`src/rtl/axis_frame_gen_check_v2_if.sv`:
```
// AXI-Stream bus used by the frame generator/checker: one direction per instance,
// master modport for the sender and slave modport for the receiver.
interface axis_frame_gen_check_v2_if #(
    parameter int DATA_WIDTH    = 256,
    parameter int PLEN_WIDTH    = 14,
    parameter int INPORT_WIDTH  = 3,
    parameter int OUTPORT_WIDTH = 8
);
    logic [DATA_WIDTH-1:0]   tdata;
    logic [DATA_WIDTH/8-1:0] tkeep;
    logic [PLEN_WIDTH-1:0]   tuser_packet_length;
    logic [INPORT_WIDTH-1:0] tuser_in_port;
    logic [OUTPORT_WIDTH-1:0] tuser_out_port;
    logic                    tvalid;
    logic                    tready;
    logic                    tlast;

    modport master (
        output tdata, tkeep, tuser_packet_length, tuser_in_port, tuser_out_port,
        output tvalid, tlast,
        input  tready
    );

    modport slave (
        input  tdata, tkeep, tuser_packet_length, tuser_in_port, tuser_out_port,
        input  tvalid, tlast,
        output tready
    );
endinterface

```
`src/rtl/axis_frame_gen_check_v2.sv`:
```
// AXI-Stream frame generator with swept lengths plus an always-ready checker that
// replays the same LFSR/length sequence and counts mismatching beats.
module axis_frame_gen_check_v2 #(
    parameter int          C_PORT_NUMBER         = 0,
    parameter int          C_INPORT_WIDTH        = 3,
    parameter int          C_OUTPORT_WIDTH       = 8,
    parameter int          C_PACKET_LENGTH_WIDTH = 14,
    parameter int          C_AXIS_DATA_WIDTH     = 256,
    parameter int          C_MIN_LEN             = 64,
    parameter int          C_MAX_LEN             = 1518,
    parameter logic [15:0] C_SEED                = 16'hABCD,
    parameter int          C_CNT_WIDTH           = 16
) (
    input  logic                       axi_aclk,
    input  logic                       axi_resetn,
    input  logic                       enable,
    axis_frame_gen_check_v2_if.master  m_axis,
    axis_frame_gen_check_v2_if.slave   s_axis,
    output logic [C_CNT_WIDTH-1:0]     tx_frame_count,
    output logic [C_CNT_WIDTH-1:0]     rx_frame_count,
    output logic [C_CNT_WIDTH-1:0]     error_count,
    output logic                       error
);
    localparam int BYTES = C_AXIS_DATA_WIDTH / 8;
    localparam int PLW   = C_PACKET_LENGTH_WIDTH;
    localparam int CW    = C_CNT_WIDTH;
    localparam int REP   = C_AXIS_DATA_WIDTH / 16;
    localparam logic [PLW-1:0] P_MIN   = PLW'(C_MIN_LEN);
    localparam logic [PLW-1:0] P_MAX   = PLW'(C_MAX_LEN);
    localparam logic [PLW-1:0] P_BYTES = PLW'(BYTES);

    function automatic logic [15:0] f_lfsr_step(input logic [15:0] s);
        return {s[14:0], ~(s[15] ^ s[13] ^ s[12] ^ s[10])};
    endfunction

    function automatic logic [PLW-1:0] f_len_step(input logic [PLW-1:0] l);
        return (l == P_MAX) ? P_MIN : l + PLW'(1);
    endfunction

    // Beats are tracked as bytes remaining in the frame; keep is "byte index < remaining".
    function automatic logic [BYTES-1:0] f_keep(input logic [PLW-1:0] rem);
        logic [BYTES-1:0] k;
        k = '0;
        for (int i = 0; i < BYTES; i++) k[i] = (int'(rem) > i);
        return k;
    endfunction

    function automatic logic f_last(input logic [PLW-1:0] rem);
        return (rem <= P_BYTES);
    endfunction

    // Reset asserts asynchronously and releases two clocks later, on a clock edge.
    logic [1:0] r_rst_sync;
    logic       w_rst_n;

    always_ff @(posedge axi_aclk or negedge axi_resetn) begin
        if (!axi_resetn) r_rst_sync <= 2'b00;
        else             r_rst_sync <= {r_rst_sync[0], 1'b1};
    end
    assign w_rst_n = r_rst_sync[1];

    // ---------------- generator ----------------
    typedef enum logic {G_IDLE, G_SEND} gen_state_t;

    gen_state_t       r_gstate, w_gstate_next;
    logic [15:0]      r_glfsr, w_glfsr_next;
    logic [PLW-1:0]   r_glen, w_glen_next;
    logic [PLW-1:0]   r_grem, w_grem_next;
    logic [BYTES-1:0] r_gkeep, w_gkeep_next;
    logic             r_glast, w_glast_next;
    logic             r_gvalid, w_gvalid_next;
    logic [CW-1:0]    r_tx_cnt, w_tx_cnt_next;
    logic             w_ghs;

    always_ff @(posedge axi_aclk or negedge w_rst_n) begin
        if (!w_rst_n) begin
            r_gstate <= G_IDLE;
            r_glfsr  <= C_SEED;
            r_glen   <= P_MIN;
            r_grem   <= P_MIN;
            r_gkeep  <= '0;
            r_glast  <= 1'b0;
            r_gvalid <= 1'b0;
            r_tx_cnt <= '0;
        end else begin
            r_gstate <= w_gstate_next;
            r_glfsr  <= w_glfsr_next;
            r_glen   <= w_glen_next;
            r_grem   <= w_grem_next;
            r_gkeep  <= w_gkeep_next;
            r_glast  <= w_glast_next;
            r_gvalid <= w_gvalid_next;
            r_tx_cnt <= w_tx_cnt_next;
        end
    end

    // r_grem always describes the beat about to be presented, so idle->send only loads keep/last.
    always_comb begin
        w_gstate_next = r_gstate;
        w_glfsr_next  = r_glfsr;
        w_glen_next   = r_glen;
        w_grem_next   = r_grem;
        w_gkeep_next  = r_gkeep;
        w_glast_next  = r_glast;
        w_gvalid_next = r_gvalid;
        w_tx_cnt_next = r_tx_cnt;
        w_ghs         = r_gvalid & m_axis.tready;
        unique case (r_gstate)
            G_IDLE: begin
                if (enable) begin
                    w_gstate_next = G_SEND;
                    w_gvalid_next = 1'b1;
                    w_gkeep_next  = f_keep(r_grem);
                    w_glast_next  = f_last(r_grem);
                end
            end
            G_SEND: begin
                if (w_ghs) begin
                    w_glfsr_next = f_lfsr_step(r_glfsr);
                    if (r_glast) begin
                        w_tx_cnt_next = r_tx_cnt + CW'(1);
                        w_glen_next   = f_len_step(r_glen);
                        w_grem_next   = w_glen_next;
                    end else begin
                        w_grem_next   = r_grem - P_BYTES;
                    end
                    w_gkeep_next = f_keep(w_grem_next);
                    w_glast_next = f_last(w_grem_next);
                    if (r_glast && !enable) begin
                        w_gstate_next = G_IDLE;
                        w_gvalid_next = 1'b0;
                        w_glast_next  = 1'b0;
                    end
                end
            end
            default: ;
        endcase
    end

    assign m_axis.tdata               = {REP{r_glfsr}};
    assign m_axis.tkeep               = r_gkeep;
    assign m_axis.tuser_packet_length = r_glen;
    assign m_axis.tuser_in_port       = C_INPORT_WIDTH'(C_PORT_NUMBER);
    assign m_axis.tuser_out_port      = '0;
    assign m_axis.tvalid              = r_gvalid;
    assign m_axis.tlast               = r_glast;
    assign tx_frame_count             = r_tx_cnt;

    // ---------------- checker ----------------
    logic [15:0]              r_clfsr;
    logic [PLW-1:0]           r_clen;
    logic [PLW-1:0]           r_crem;
    logic [CW-1:0]            r_rx_cnt;
    logic [CW-1:0]            r_err_cnt;
    logic                     r_error;
    logic                     r_s_tready;
    logic                     w_beat;
    logic                     w_beat_err;
    logic                     w_close;
    logic                     w_exp_last;
    logic [BYTES-1:0]         w_exp_keep;
    logic [C_AXIS_DATA_WIDTH-1:0] w_exp_data;
    logic [C_AXIS_DATA_WIDTH-1:0] w_byte_mask;

    assign w_exp_keep = f_keep(r_crem);
    assign w_exp_last = f_last(r_crem);
    assign w_exp_data = {REP{r_clfsr}};

    generate
        for (genvar gi = 0; gi < BYTES; gi++) begin : g_mask
            assign w_byte_mask[gi*8 +: 8] = {8{w_exp_keep[gi]}};
        end
    endgenerate

    assign w_beat     = s_axis.tvalid & r_s_tready;
    assign w_beat_err = (|((s_axis.tdata ^ w_exp_data) & w_byte_mask))
                      | (s_axis.tkeep != w_exp_keep)
                      | (s_axis.tlast != w_exp_last)
                      | (s_axis.tuser_packet_length != r_clen);
    // A frame closes on whichever arrives first: received tlast or the expected last beat.
    assign w_close    = s_axis.tlast | w_exp_last;

    always_ff @(posedge axi_aclk or negedge w_rst_n) begin
        if (!w_rst_n) begin
            r_clfsr    <= C_SEED;
            r_clen     <= P_MIN;
            r_crem     <= P_MIN;
            r_rx_cnt   <= '0;
            r_err_cnt  <= '0;
            r_error    <= 1'b0;
            r_s_tready <= 1'b0;
        end else begin
            r_s_tready <= 1'b1;
            r_error    <= w_beat & w_beat_err;
            if (w_beat) begin
                r_clfsr <= f_lfsr_step(r_clfsr);
                if (w_close) begin
                    r_rx_cnt <= r_rx_cnt + CW'(1);
                    r_clen   <= f_len_step(r_clen);
                    r_crem   <= f_len_step(r_clen);
                end else begin
                    r_crem   <= r_crem - P_BYTES;
                end
                if (w_beat_err && (r_err_cnt != {CW{1'b1}}))
                    r_err_cnt <= r_err_cnt + CW'(1);
            end
        end
    end

    assign s_axis.tready  = r_s_tready;
    assign rx_frame_count = r_rx_cnt;
    assign error_count    = r_err_cnt;
    assign error          = r_error;
endmodule

```
`src/flat_wrapper.sv`:
```
// flat-port wrapper written by rule: the top's interface ports become plain ports
module axis_frame_gen_check_v2_flat 
#(
    parameter int          C_PORT_NUMBER         = 0,
    parameter int          C_INPORT_WIDTH        = 3,
    parameter int          C_OUTPORT_WIDTH       = 8,
    parameter int          C_PACKET_LENGTH_WIDTH = 14,
    parameter int          C_AXIS_DATA_WIDTH     = 256,
    parameter int          C_MIN_LEN             = 64,
    parameter int          C_MAX_LEN             = 1518,
    parameter logic [15:0] C_SEED                = 16'hABCD,
    parameter int          C_CNT_WIDTH           = 16
)
  (axi_aclk, axi_resetn, enable, tx_frame_count, rx_frame_count, error_count, error, m_axis_tdata, m_axis_tkeep, m_axis_tuser_packet_length, m_axis_tuser_in_port, m_axis_tuser_out_port, m_axis_tvalid, m_axis_tlast, m_axis_tready, s_axis_tdata, s_axis_tkeep, s_axis_tuser_packet_length, s_axis_tuser_in_port, s_axis_tuser_out_port, s_axis_tvalid, s_axis_tlast, s_axis_tready);
  axis_frame_gen_check_v2_if #(.DATA_WIDTH((256)), .PLEN_WIDTH((14)), .INPORT_WIDTH(3), .OUTPORT_WIDTH(8)) m_axis_i ();
  axis_frame_gen_check_v2_if #(.DATA_WIDTH((256)), .PLEN_WIDTH((14)), .INPORT_WIDTH(3), .OUTPORT_WIDTH(8)) s_axis_i ();
  input  logic axi_aclk;
  input  logic axi_resetn;
  input  logic enable;
  output logic [C_CNT_WIDTH-1:0] tx_frame_count;
  output logic [C_CNT_WIDTH-1:0] rx_frame_count;
  output logic [C_CNT_WIDTH-1:0] error_count;
  output logic error;
  output wire logic [$bits(m_axis_i.tdata)-1:0] m_axis_tdata;
  output wire logic [$bits(m_axis_i.tkeep)-1:0] m_axis_tkeep;
  output wire logic [$bits(m_axis_i.tuser_packet_length)-1:0] m_axis_tuser_packet_length;
  output wire logic [$bits(m_axis_i.tuser_in_port)-1:0] m_axis_tuser_in_port;
  output wire logic [$bits(m_axis_i.tuser_out_port)-1:0] m_axis_tuser_out_port;
  output wire logic [$bits(m_axis_i.tvalid)-1:0] m_axis_tvalid;
  output wire logic [$bits(m_axis_i.tlast)-1:0] m_axis_tlast;
  input wire logic [$bits(m_axis_i.tready)-1:0] m_axis_tready;
  input wire logic [$bits(s_axis_i.tdata)-1:0] s_axis_tdata;
  input wire logic [$bits(s_axis_i.tkeep)-1:0] s_axis_tkeep;
  input wire logic [$bits(s_axis_i.tuser_packet_length)-1:0] s_axis_tuser_packet_length;
  input wire logic [$bits(s_axis_i.tuser_in_port)-1:0] s_axis_tuser_in_port;
  input wire logic [$bits(s_axis_i.tuser_out_port)-1:0] s_axis_tuser_out_port;
  input wire logic [$bits(s_axis_i.tvalid)-1:0] s_axis_tvalid;
  input wire logic [$bits(s_axis_i.tlast)-1:0] s_axis_tlast;
  output wire logic [$bits(s_axis_i.tready)-1:0] s_axis_tready;
  assign m_axis_tdata = m_axis_i.tdata;
  assign m_axis_tkeep = m_axis_i.tkeep;
  assign m_axis_tuser_packet_length = m_axis_i.tuser_packet_length;
  assign m_axis_tuser_in_port = m_axis_i.tuser_in_port;
  assign m_axis_tuser_out_port = m_axis_i.tuser_out_port;
  assign m_axis_tvalid = m_axis_i.tvalid;
  assign m_axis_tlast = m_axis_i.tlast;
  assign m_axis_i.tready = m_axis_tready;
  assign s_axis_i.tdata = s_axis_tdata;
  assign s_axis_i.tkeep = s_axis_tkeep;
  assign s_axis_i.tuser_packet_length = s_axis_tuser_packet_length;
  assign s_axis_i.tuser_in_port = s_axis_tuser_in_port;
  assign s_axis_i.tuser_out_port = s_axis_tuser_out_port;
  assign s_axis_i.tvalid = s_axis_tvalid;
  assign s_axis_i.tlast = s_axis_tlast;
  assign s_axis_tready = s_axis_i.tready;
  axis_frame_gen_check_v2 #(.C_PORT_NUMBER(C_PORT_NUMBER), .C_INPORT_WIDTH(C_INPORT_WIDTH), .C_OUTPORT_WIDTH(C_OUTPORT_WIDTH), .C_PACKET_LENGTH_WIDTH(C_PACKET_LENGTH_WIDTH), .C_AXIS_DATA_WIDTH(C_AXIS_DATA_WIDTH), .C_MIN_LEN(C_MIN_LEN), .C_MAX_LEN(C_MAX_LEN), .C_SEED(C_SEED), .C_CNT_WIDTH(C_CNT_WIDTH)) u_core (.axi_aclk(axi_aclk), .axi_resetn(axi_resetn), .enable(enable), .m_axis(m_axis_i), .s_axis(s_axis_i), .tx_frame_count(tx_frame_count), .rx_frame_count(rx_frame_count), .error_count(error_count), .error(error));
endmodule
```
`config.mk`:
```
export PLATFORM = sky130hd
export DESIGN_NAME = axis_frame_gen_check_v2_flat
export DESIGN_NICKNAME = d
export VERILOG_FILES = /design/src/rtl/axis_frame_gen_check_v2_if.sv /design/src/rtl/axis_frame_gen_check_v2.sv /design/src/flat_wrapper.sv
export SDC_FILE = /design/constraint.sdc
export NUM_CORES = 1
export LEC_CHECK = 0
export CORE_AREA = 10 10 256 258
export CTS_CLUSTER_DIAMETER = 120
export CTS_CLUSTER_SIZE = 28
export DETAILED_ROUTE_END_ITERATION = 6
export DIE_AREA = 0 0 266 268
export HOLD_SLACK_MARGIN = 0.05
export SLEW_MARGIN = 15
export SYNTH_ARGS = -nofsm -noshare
export SYNTH_HDL_FRONTEND = slang
export SYNTH_SLANG_ARGS = --single-unit
export TNS_END_PERCENT = 100
```
`constraint.sdc`:
```
create_clock -name axi_aclk -period 7.31 [get_ports axi_aclk]
set_clock_uncertainty 0.15 [all_clocks]
set_input_delay 1.0965 -clock axi_aclk [delete_from_list [all_inputs] [get_ports axi_aclk]]
set_output_delay 1.0965 -clock axi_aclk [all_outputs]
set_load 0.02 [all_outputs]
```
# Word level (Yosys, flattened, before mapping)
# Index checks and enable logic that the tools add are counted.
dict set report totals {
  register_bits 175
  out_inout_bits 365
  word_cells 180
}
dict set report classes {
  n_addsub 7
  n_lt_le_gt_ge 99
  n_eq_ne 9
  n_mux 21
  bitwise 18
  n_reduce_logical 10
}
# op count
set op_table {}
lappend op_table {{greater-than comparator 14 x 5 -> 1 bit (second input constant)} 48}
lappend op_table {{greater-than comparator 14 x 4 -> 1 bit (second input constant)} 24}
lappend op_table {{AND 256 bit} 1}
lappend op_table {{OR reduction 256 bit} 1}
lappend op_table {{XOR 256 bit} 1}
lappend op_table {{greater-than comparator 14 x 3 -> 1 bit (second input constant)} 12}
lappend op_table {{greater-than comparator 14 x 1 -> 1 bit (second input constant)} 6}
lappend op_table {{greater-than comparator 14 x 2 -> 1 bit (second input constant)} 6}
lappend op_table {{two-way mux 14 bit} 6}
lappend op_table {{two-way mux 32 bit} 2}
lappend op_table {{one-hot mux 32 bit (2 select lines)} 1}
lappend op_table {{adder 16 x 1 -> 16 bit (second input constant)} 3}
lappend op_table {{less-or-equal comparator 14 x 6 -> 1 bit (second input constant)} 3}
lappend op_table {{!= test 32 bit} 1}
lappend op_table {{adder 14 x 1 -> 14 bit (second input constant)} 2}
lappend op_table {{== test 14 x 11 -> 1 bit (second input constant)} 2}
lappend op_table {{subtractor 14 x 6 -> 14 bit (second input constant)} 2}
lappend op_table {{!= test 16 bit (second input constant)} 1}
lappend op_table {{!= test 14 bit} 1}
lappend op_table {{two-way mux 1 bit} 9}
lappend op_table {{AND reduction 2 bit} 4}
lappend op_table {{!= test 2 bit (second input constant)} 3}
lappend op_table {{one-hot mux 1 bit (2 select lines)} 3}
lappend op_table {{AND reduction 3 bit} 2}
lappend op_table {{other kinds (7)} 20}

# Depth between registers and ports, before layout
# Gate-level depths: netlist of run 1.
dict set report logic_depth {
  depth_word 9
  mapped_depth 16
  depth_no_buf 13
}

# Worst setup path before layout of run 1
# No wires, ideal clock.
dict set report synth_path {
  path_kind {reg2reg}
  from {reg u_core.r_crem[2]}
  to {reg u_core.r_err_cnt[12] (netlist: u_core.error_count[12])}
  setup_ns 0.128
  t_arrival_ns 3.802
  t_required_ns 7.032
  slack_ns 3.230
  path_stages_with_launch 16
  synth_period_minus_slack_ns 4.080
  cell_sequence {dfrtp_1 -> clkbuf_1 -> or2_2 -> clkbuf_1 -> or2_2 -> o41ai_1 -> nand3_1 -> ha_1 -> nor4_1 -> nand4_1 -> a2111oi_4 -> nand4_1 -> or4b_4 -> nor2b_4 -> nand4_1 -> mux2_1}
}
dict set report synth_via {
  elab_chain_len 8
  word_cells_on_any_way 42
  cone_classes {order compare (33); eq/ne (2); bitwise (4); reduce/logical (3)}
}
# item line
set synth_lines {}
lappend synth_lines {{from (decl)} axis_frame_gen_check_v2.sv:152} ;# logic [PLW-1:0] r_crem;
lappend synth_lines {{from (signal assigned)} axis_frame_gen_check_v2.sv:200} ;# r_crem <= f_len_step(r_clen);
lappend synth_lines {{from (signal assigned)} axis_frame_gen_check_v2.sv:202} ;# r_crem <= r_crem - P_BYTES;
lappend synth_lines {{greater-than comparator 14 x 1 -> 1 bit, or another cell as far along} axis_frame_gen_check_v2.sv:44} ;# for (int i = 0; i < BYTES; i++) k[i] = (int'(rem) > i);
lappend synth_lines {{AND 256 bit} axis_frame_gen_check_v2.sv:176} ;# assign w_beat_err = (|((s_axis.tdata ^ w_exp_data) & w_byte_mask))
lappend synth_lines {{OR reduction 256 bit} axis_frame_gen_check_v2.sv:176}
lappend synth_lines {{bitwise OR 1 bit} axis_frame_gen_check_v2.sv:177} ;# | (s_axis.tkeep != w_exp_keep)
lappend synth_lines {{bitwise OR 1 bit (*)} axis_frame_gen_check_v2.sv:178} ;# | (s_axis.tlast != w_exp_last)
lappend synth_lines {{bitwise OR 1 bit (*)} axis_frame_gen_check_v2.sv:179} ;# | (s_axis.tuser_packet_length != r_clen);
lappend synth_lines {{logical AND 1 bit (*)} axis_frame_gen_check_v2.sv:204} ;# if (w_beat_err && (r_err_cnt != {CW{1'b1}}))
lappend synth_lines {{AND reduction 2 bit (no line) (*)} n/a}
lappend synth_lines {{to (signal assigned)} axis_frame_gen_check_v2.sv:205} ;# r_err_cnt <= r_err_cnt + CW'(1);
lappend synth_lines {{to (decl)} axis_frame_gen_check_v2.sv:154} ;# logic [CW-1:0] r_err_cnt;
# Every way passes the cells marked *; elsewhere a longest branch is shown, timed or not.
# A chain may end at the register's enable or synchronous reset.

# Worst setup path after layout of run 1
dict set report layout_path {
  from {reg u_core.r_crem[3]}
  to {reg u_core.r_err_cnt[12] (netlist: u_core.error_count[12])}
}
# The elaborated chain is that of the path after synthesis.

==> results.toml, run 1 <==
[global_routing]
grt_pass1_wl_um = 94400
grt_overflow = 0
grt_use_total_pct = 17.4
grt_max_degree = 65
grt_pass1_vias = 14200
antenna_found_initial = 10

[synth]
seq_area_frac_synth_pct = 29.1
async_flop_share_pct = 100
yosys_warnings = 0
syn_avg_cell_area_um2 = 8.25
ys_ff_latch = 175
yosys-top-cells-area = "dfrtp_1, buf_4, xnor2_1, xor2_1, nand2_1"
synthesis.instances = 1837
synthTopCellsByCount = "buf_4, xnor2_1, nand2_1, dfrtp_1, xor2_1"
synth_top_area_share_pct = 24.9
synth.distinct_cells = 75
syn_area_um2 = 15200
synth_ff_type = "dfrtp_1"
yosys.area.top_type = "dfrtp_1"
yosysMostFrequentCell = "buf_4"
synth_enable_flop_cells = 0

[floorplan]
fp-row-count = 90
die_h_um = 268
start_util_pct = 25.2
core_area_um2 = 60100
fp.dieArea_um2 = 71300
ios = 684
die_w_um = 266

[routing]
firstDrtPassIters = 5
ant_nets = 0
totalWireLength_um = 65500
routedWlPerCell_um = 21.9
drt_iter0_drc = 956
routed-via-count = 14100
drc = 0
vias_per_cell = 4.72

[clocking]
cts_hold_buf = 0
cts_buffer_depth = 2
cts_resized = 0
path_clk_slew_ns = 0.08
cts-root-buf = "clkbuf_16"
clock_latency_ns = 0.46
cts_buffers = 17
cts_tree = "yes"
cts.sinks = 175
cts-htree-levels = 4
cts_setup_buffers = 0

[final_layout]
drive_gt1_share_pct = 5.58
fillers = 6153
syn_to_final_growth_pct = 40.4
nNetsFinal = 2523
finalNonFillerCells = 2995
utilization_pct = 35.4

[outcome]
outcome = "finished clean"

[timing]
setup_viol = 0
drv_slew = 0
setup-tns-final_ns = 0
period_share_pct = 64.8
finalHoldViolCount = 0
setup_ws_ns = 2.57
rsz0062_at_grt = "false"
tightest_slew_ns = 1.05
maxSlewHeadroom_pct = 30.3
fmax_mhz = 211
final.min_clock_period_ns = 4.74

[worst_setup_path]
crit_type = "flop to flop"
required_ns = 7.51
cp_cell_sequence = "or2_2 -> or2_2 -> o41ai_1 -> nand3_1 -> ha_1 -> nor4_1 -> nand4_1 -> a2111oi_4 -> nand4_1 -> or4b_4 -> nor2b_4 -> nand4_1 -> mux2_1"
critPathLaunchType = "flop"
worst_setup_path_end_kind = "flop"
arrival_ns = 4.93
max_stage_delay_ns = 0.65
slowest_stage = "dfrtp_1"
path_max_fanout = 24
cp_common_cell = "nand4_1"

[placement]
dp_slack_ns = 2.62
portBuffers = 661
dp.cells = 2955
globalplace.congestion = 0.927
dp_hpwl_um = 52100

[power]
power.density_nw_per_um2 = 278
p_leak_nw = 7.98
totalPowerFinal_mw = 5.92
peakVddDrop_mv = 0.172

[flow_run]
cap_viol_max_count = 0

[min_path]
hold_class = "flop to flop"
-- path summary, 6_finish.rpt --
check,startpoint,slack [ns],depth (start not counted),to
worst max-delay path,u_core.r_crem[3]$_DFFE_PN0P_,2.57,13,u_core.error_count[12]$_DFFE_PN0P_
worst min-delay path,u_core.r_rst_sync[0]$_DFF_PN0_,0.21,0,u_core.r_rst_sync[1]$_DFF_PN0_
worst max register to register,u_core.r_crem[3]$_DFFE_PN0P_,2.57,13,u_core.error_count[12]$_DFFE_PN0P_
worst min register to register,u_core.r_rst_sync[0]$_DFF_PN0_,0.21,0,u_core.r_rst_sync[1]$_DFF_PN0_
max in group asynchronous,u_core.r_rst_sync[1]$_DFF_PN0_,5.40,1,u_core.rx_frame_count[3]$_DFFE_PN0P_
min in group asynchronous,u_core.r_rst_sync[1]$_DFF_PN0_,0.26,0,u_core.r_clfsr[1]$_DFFE_PN0P_
-- registers in the layout, summed over array words and instances (netlist names) --
name,count
u_core.s_axis.tready,1
u_core.r_clfsr,16
u_core.r_rst_sync,2
u_core.r_gstate,1
u_core.error_count,16
u_core.m_axis.tvalid,1
u_core.m_axis.tkeep,32
u_core.tx_frame_count,16
u_core.m_axis.tuser_packet_length,14
u_core.rx_frame_count,16
u_core.r_clen,14
u_core.r_glfsr,16
u_core.r_crem,14
u_core.m_axis.tlast,1
u_core.error,1
u_core.r_grem,14
-- layer usage --
| layer | global-route usage, % | wire length (um) | up-vias |
|---|---|---|---|
| met1 | 21.2 | 26700 | 6772 |
| met3 | 4.90 | 4860 | 72 |
| met2 | 29.3 | 32500 | 529 |
| met4 | 5.28 | 1450 | 2 |
| met5 | 0 | 13 | - |
| li1 | - | - | 6754 |
-- through the flow --
| stage | hold WS [ns] | cell area (um2) |
|---|---|---|
| after floorplan | 0.181 | 15200 |
| after global placement | 0.187 | 20700 |
| after detailed placement | 0.193 | 20700 |
| after CTS | 0.210 | 21300 |
| after global routing | 0.213 | 21300 |
| final | 0.207 | 21300 |
-- where the power goes --
group / switching (mW) / leakage [nW] / total (mW) / internal [mW]
clock: 0.456 / 0.291 / 0.945 / 0.489
sequential: 0.609 / 2.17 / 1.85 / 1.24
combinational: 1.70 / 5.52 / 3.13 / 1.43
total: 2.76 / 7.98 / 5.92 / 3.16
-- cell families (layout without fill, tap and decap cells) --
kind of cell / count (synthesis) / count (layout) / share of synthesized area [%]
and+or+nand+nor: 593 / 593 / 19.5
xor gates and xnor gates: 354 / 354 / 20.5
DFF: 175 / 175 / 29.1
AOI/OAI and AO/OA: 284 / 284 / 11.6
buffers and inverters: 382 / 739 / 15.8
muxes: 35 / 35 / 2.51
other: 2 / 21 / 0.0496
adders and majority gates: 12 / 12 / 0.991
-- cells in the final DEF, fill, tap and decap left out, drive strengths merged, types with 5 or more instances in the layout --
cell / netlist / layout
a21oi: 60 / 60
inv: 27 / 33
o21a: 6 / 6
nand4: 65 / 65
or2: 9 / 9
nor4: 41 / 41
buf: 278 / 19
conb: 2 / 13
o31ai: 27 / 27
and3: 19 / 19
o22ai: 18 / 18
ha: 12 / 12
dfstp: 24 / 24
dfrtp: 151 / 151
diode: 0 / 8
clkbuf: 77 / 18
nor4b: 6 / 6
nand2: 200 / 200
o211ai: 7 / 7
nand3: 63 / 63
o21ai: 98 / 98
clkdlybuf4s50: 0 / 661
a31oi: 14 / 14
or3: 9 / 9
mux2i: 11 / 11
nor2b: 10 / 10
mux2: 24 / 24
nor3: 42 / 42
xor2: 146 / 146
xnor2: 208 / 208
nand2b: 7 / 7
or4: 5 / 5
nor2: 102 / 102
a21o: 12 / 12
clkinv: 0 / 6
-- critical path: cells and delay by family, from the launching register on --
family                     cells  cell delay, ns
and+or+nand+nor                9            2.48
adders and majority gates      1            0.36
AOI/OAI and AO/OA              2            0.65
muxes                          1            0.32
DFF                            1            0.65
-- layout make-up --
class | count | area, um2 | area share [%]
diodes | 8 | 20.0 | 0.0941
clock buffers | 18 | 429 | 2.02
repair buffers | 680 | 6760 | 31.8
well taps | 782 | 978 | 4.60
multi-input cells | 1291 | 8400 | 39.5
clock inverters | 14 | 171 | 0.806
inverters | 27 | 101 | 0.476
flip-flops and latches | 175 | 4410 | 20.7
Note: power is estimated with default switching activity, not from simulation.
==> run 2, diff against run 1 <==
==> constraint.sdc (replaced) <==
create_clock -name axi_aclk -period 4.42 [get_ports axi_aclk]
set_clock_uncertainty 0.15 [all_clocks]
set_input_delay 0.663 -clock axi_aclk [delete_from_list [all_inputs] [get_ports axi_aclk]]
set_output_delay 0.663 -clock axi_aclk [all_outputs]
set_load 0.02 [all_outputs]
==> run 2 against run 1 <==
Combinational power is 80% higher. Cell area is 1.8% higher. Die area stayed put. Flip-flop and latch count stayed put. Worst hold slack worse by 0.0068 ns. Critical path type unchanged. Core utilization is 0.62 points higher. Register-to-register slack worse by 2.5 ns. Largest power group unchanged. Highest routed layer unchanged. Routed wire length is 2.4% higher. Setup slack worse by 2.5 ns. Clock-buffer cell count is 1 higher.
==> results.toml, run 2 (synthesis results as in run 1) <==
[outcome]
outcome = "finished clean"

[worst_setup_path]
r2r-start = "u_core.r_crem[10]$_DFFE_PN0P_"
max_stage_delay_ns = 0.63
ff2ff_setup_slack_ns = 0.05
slowest_stage = "or4b_4"
path_max_fanout = 9
arrival_ns = 4.56
crit_buf_inv = 1
reg2reg_to = "u_core.error_count[12]$_DFFE_PN0P_"
crit_type = "flop to flop"
required_ns = 4.61
cp_top_family = "simple AND/OR/NAND/NOR gates"
worst_setup_path_end_kind = "flop"
r2r.worst_path.cells = 11
cp_cell_sequence = "or4_1 -> buf_4 -> nor3_2 -> a22o_1 -> mux2_2 -> a2111oi_0 -> o2111ai_1 -> or4b_4 -> nor2b_4 -> nand4_1 -> mux2_1"
critPathLaunchType = "flop"

[final_layout]
final_cell_area_um2 = 21600
largest_reg_flops = 32
layout_common_cells = "clkdlybuf4s50_1, xnor2_1, nand2_1"
layout_commonest_cell = "clkdlybuf4s50_1"
drive_gt1_share_pct = 7.51
syn_to_final_growth_pct = 42.9
finalNonFillerCells = 3038
nNetsFinal = 2567

[min_path]
hold_end = "u_core.r_rst_sync[1]$_DFF_PN0_"
min_from = "u_core.r_rst_sync[0]$_DFF_PN0_"
hold_depth = 0
hold_class = "flop to flop"

[global_routing]
antenna_found_initial = 8
grt_pass1_vias = 14500
grt_pass1_wl_um = 97600
grtUsageMet1_pct = 22.8
use_met3_pct = 4.10
grt_max_degree = 81
busiest_layer = "met2"
grt_overflow = 0
use_met2_pct = 30.2
grt_use_total_pct = 17.9

[routing]
routed-via-count = 14500
vias_per_cell = 4.77
firstDrtPassIters = 5
drc = 0
totalWireLength_um = 67100
routedWlPerCell_um = 22.1
ant_nets = 0
drt_iter0_drc = 928

[placement]
dp_slack_ns = 0.0501
place_area_um2 = 21000
dp_hpwl_um = 54700
portBuffers = 661
dp.cells = 2999
globalplace.congestion = 0.929

[clocking]
clock_latency_ns = 0.46
cts_setup_buffers = 0
cts_buffer_depth = 2
cts_tree = "yes"
path_clk_slew_ns = 0.07
cts-htree-levels = 4
cts.sinks = 175
cts-root-buf = "clkbuf_16"
cts_buffers = 17

[timing]
period_share_pct = 98.9
fmax_mhz = 229
final.min_clock_period_ns = 4.37
finalHoldViolCount = 0
rsz0062_at_grt = "false"
setup-tns-final_ns = 0
tightest_slew_ns = 0.883
maxSlewHeadroom_pct = 41.1
drv_slew = 0
setup_ws_ns = 0.0506
setup_viol = 0

[flow_run]
cap_viol_max_count = 0

[floorplan]
fp.dieArea_um2 = 71300
fp-row-count = 90
die_h_um = 268
ios = 684
core_area_um2 = 60100
start_util_pct = 25.2
die_w_um = 266

[power]
p_leak_nw = 8.21
peakVddDrop_mv = 0.292
power.density_nw_per_um2 = 467
[run 2: cell count changes in the layout (fill, tap and decap cells not counted), moves of 2 or more]
cell      previous run  this run
buf_4               19        60
buf_12               0         3
clkinv_8             3         0
inv_6                2         4
inv_8                4         2
[run 2: stage by stage]
stage	utilization [%]	power, mW	hold WS [ns]
final	36.0	10.1	0.200
after CTS	36.0	10.2	0.175
after floorplan	-	6.20	0.181
after detailed placement	35.0	8.50	0.185
after global placement	35.0	8.45	0.189
after global routing	36.0	10.7	0.188
[run 2: timing repair]
| item | 4_1_cts | 5_1_grt |
|---|---|---|
| endpoints found under the hold margin | 0 | 0 |
| hold buffers | 0 | 0 |
| setup endpoints to repair | 0 | 13 |
| gates resized for setup | 0 | 2 |
[run 2: worst max-delay path by stage]
stage	cells after the start	to	startpoint	slack, ns
floorplan	15	u_core.error_count[12]$_DFFE_PN0P_	u_core.r_crem[2]$_DFFE_PN0P_	0.34
global placement	13	u_core.error_count[12]$_DFFE_PN0P_	u_core.r_crem[2]$_DFFE_PN0P_	0.18
detailed placement	12	u_core.error_count[12]$_DFFE_PN0P_	s_axis_tdata[222]	0.05
CTS	11	u_core.error_count[12]$_DFFE_PN0P_	u_core.r_crem[10]$_DFFE_PN0P_	0.12
global route	10	u_core.error_count[12]$_DFFE_PN0P_	u_core.r_crem[10]$_DFFE_PN0P_	0.03
finish	11	u_core.error_count[12]$_DFFE_PN0P_	u_core.r_crem[10]$_DFFE_PN0P_	0.05
[run 2: cell type report]
type / instances / area, um2
clock buffers: 19 / 443
diodes: 7 / 17.5
flip-flops and latches: 175 / 4410
well taps: 782 / 978
fillers: 6169 / 38500
multi-input cells: 1291 / 8420
repair buffers: 724 / 7130
clock inverters: 13 / 151
inverters: 27 / 101
[run 2: per-layer routing]
metal,vias to the layer above,share of wire [%],routed length (um)
li1,6838,-,-
met5,-,0.013,9
met1,7116,42,28400
met2,489,50,33300
met4,2,1.3,895
met3,57,6.6,4400
[run 2: worst reg2reg max path: stages, from the launching register on]
cell	delay, ns
dfrtp_1	0.44
or4_1	0.60
buf_4	0.21
nor3_2	0.40
a22o_1	0.23
mux2_2	0.32
a2111oi_0	0.43
o2111ai_1	0.23
or4b_4	0.63
nor2b_4	0.17
nand4_1	0.13
mux2_1	0.32
[run 2: power by group]
part	internal (mW)	total (mW)	switching, mW
combinational	2.58	5.62	3.05
clock	0.861	1.58	0.720
sequential	2.04	2.90	0.860
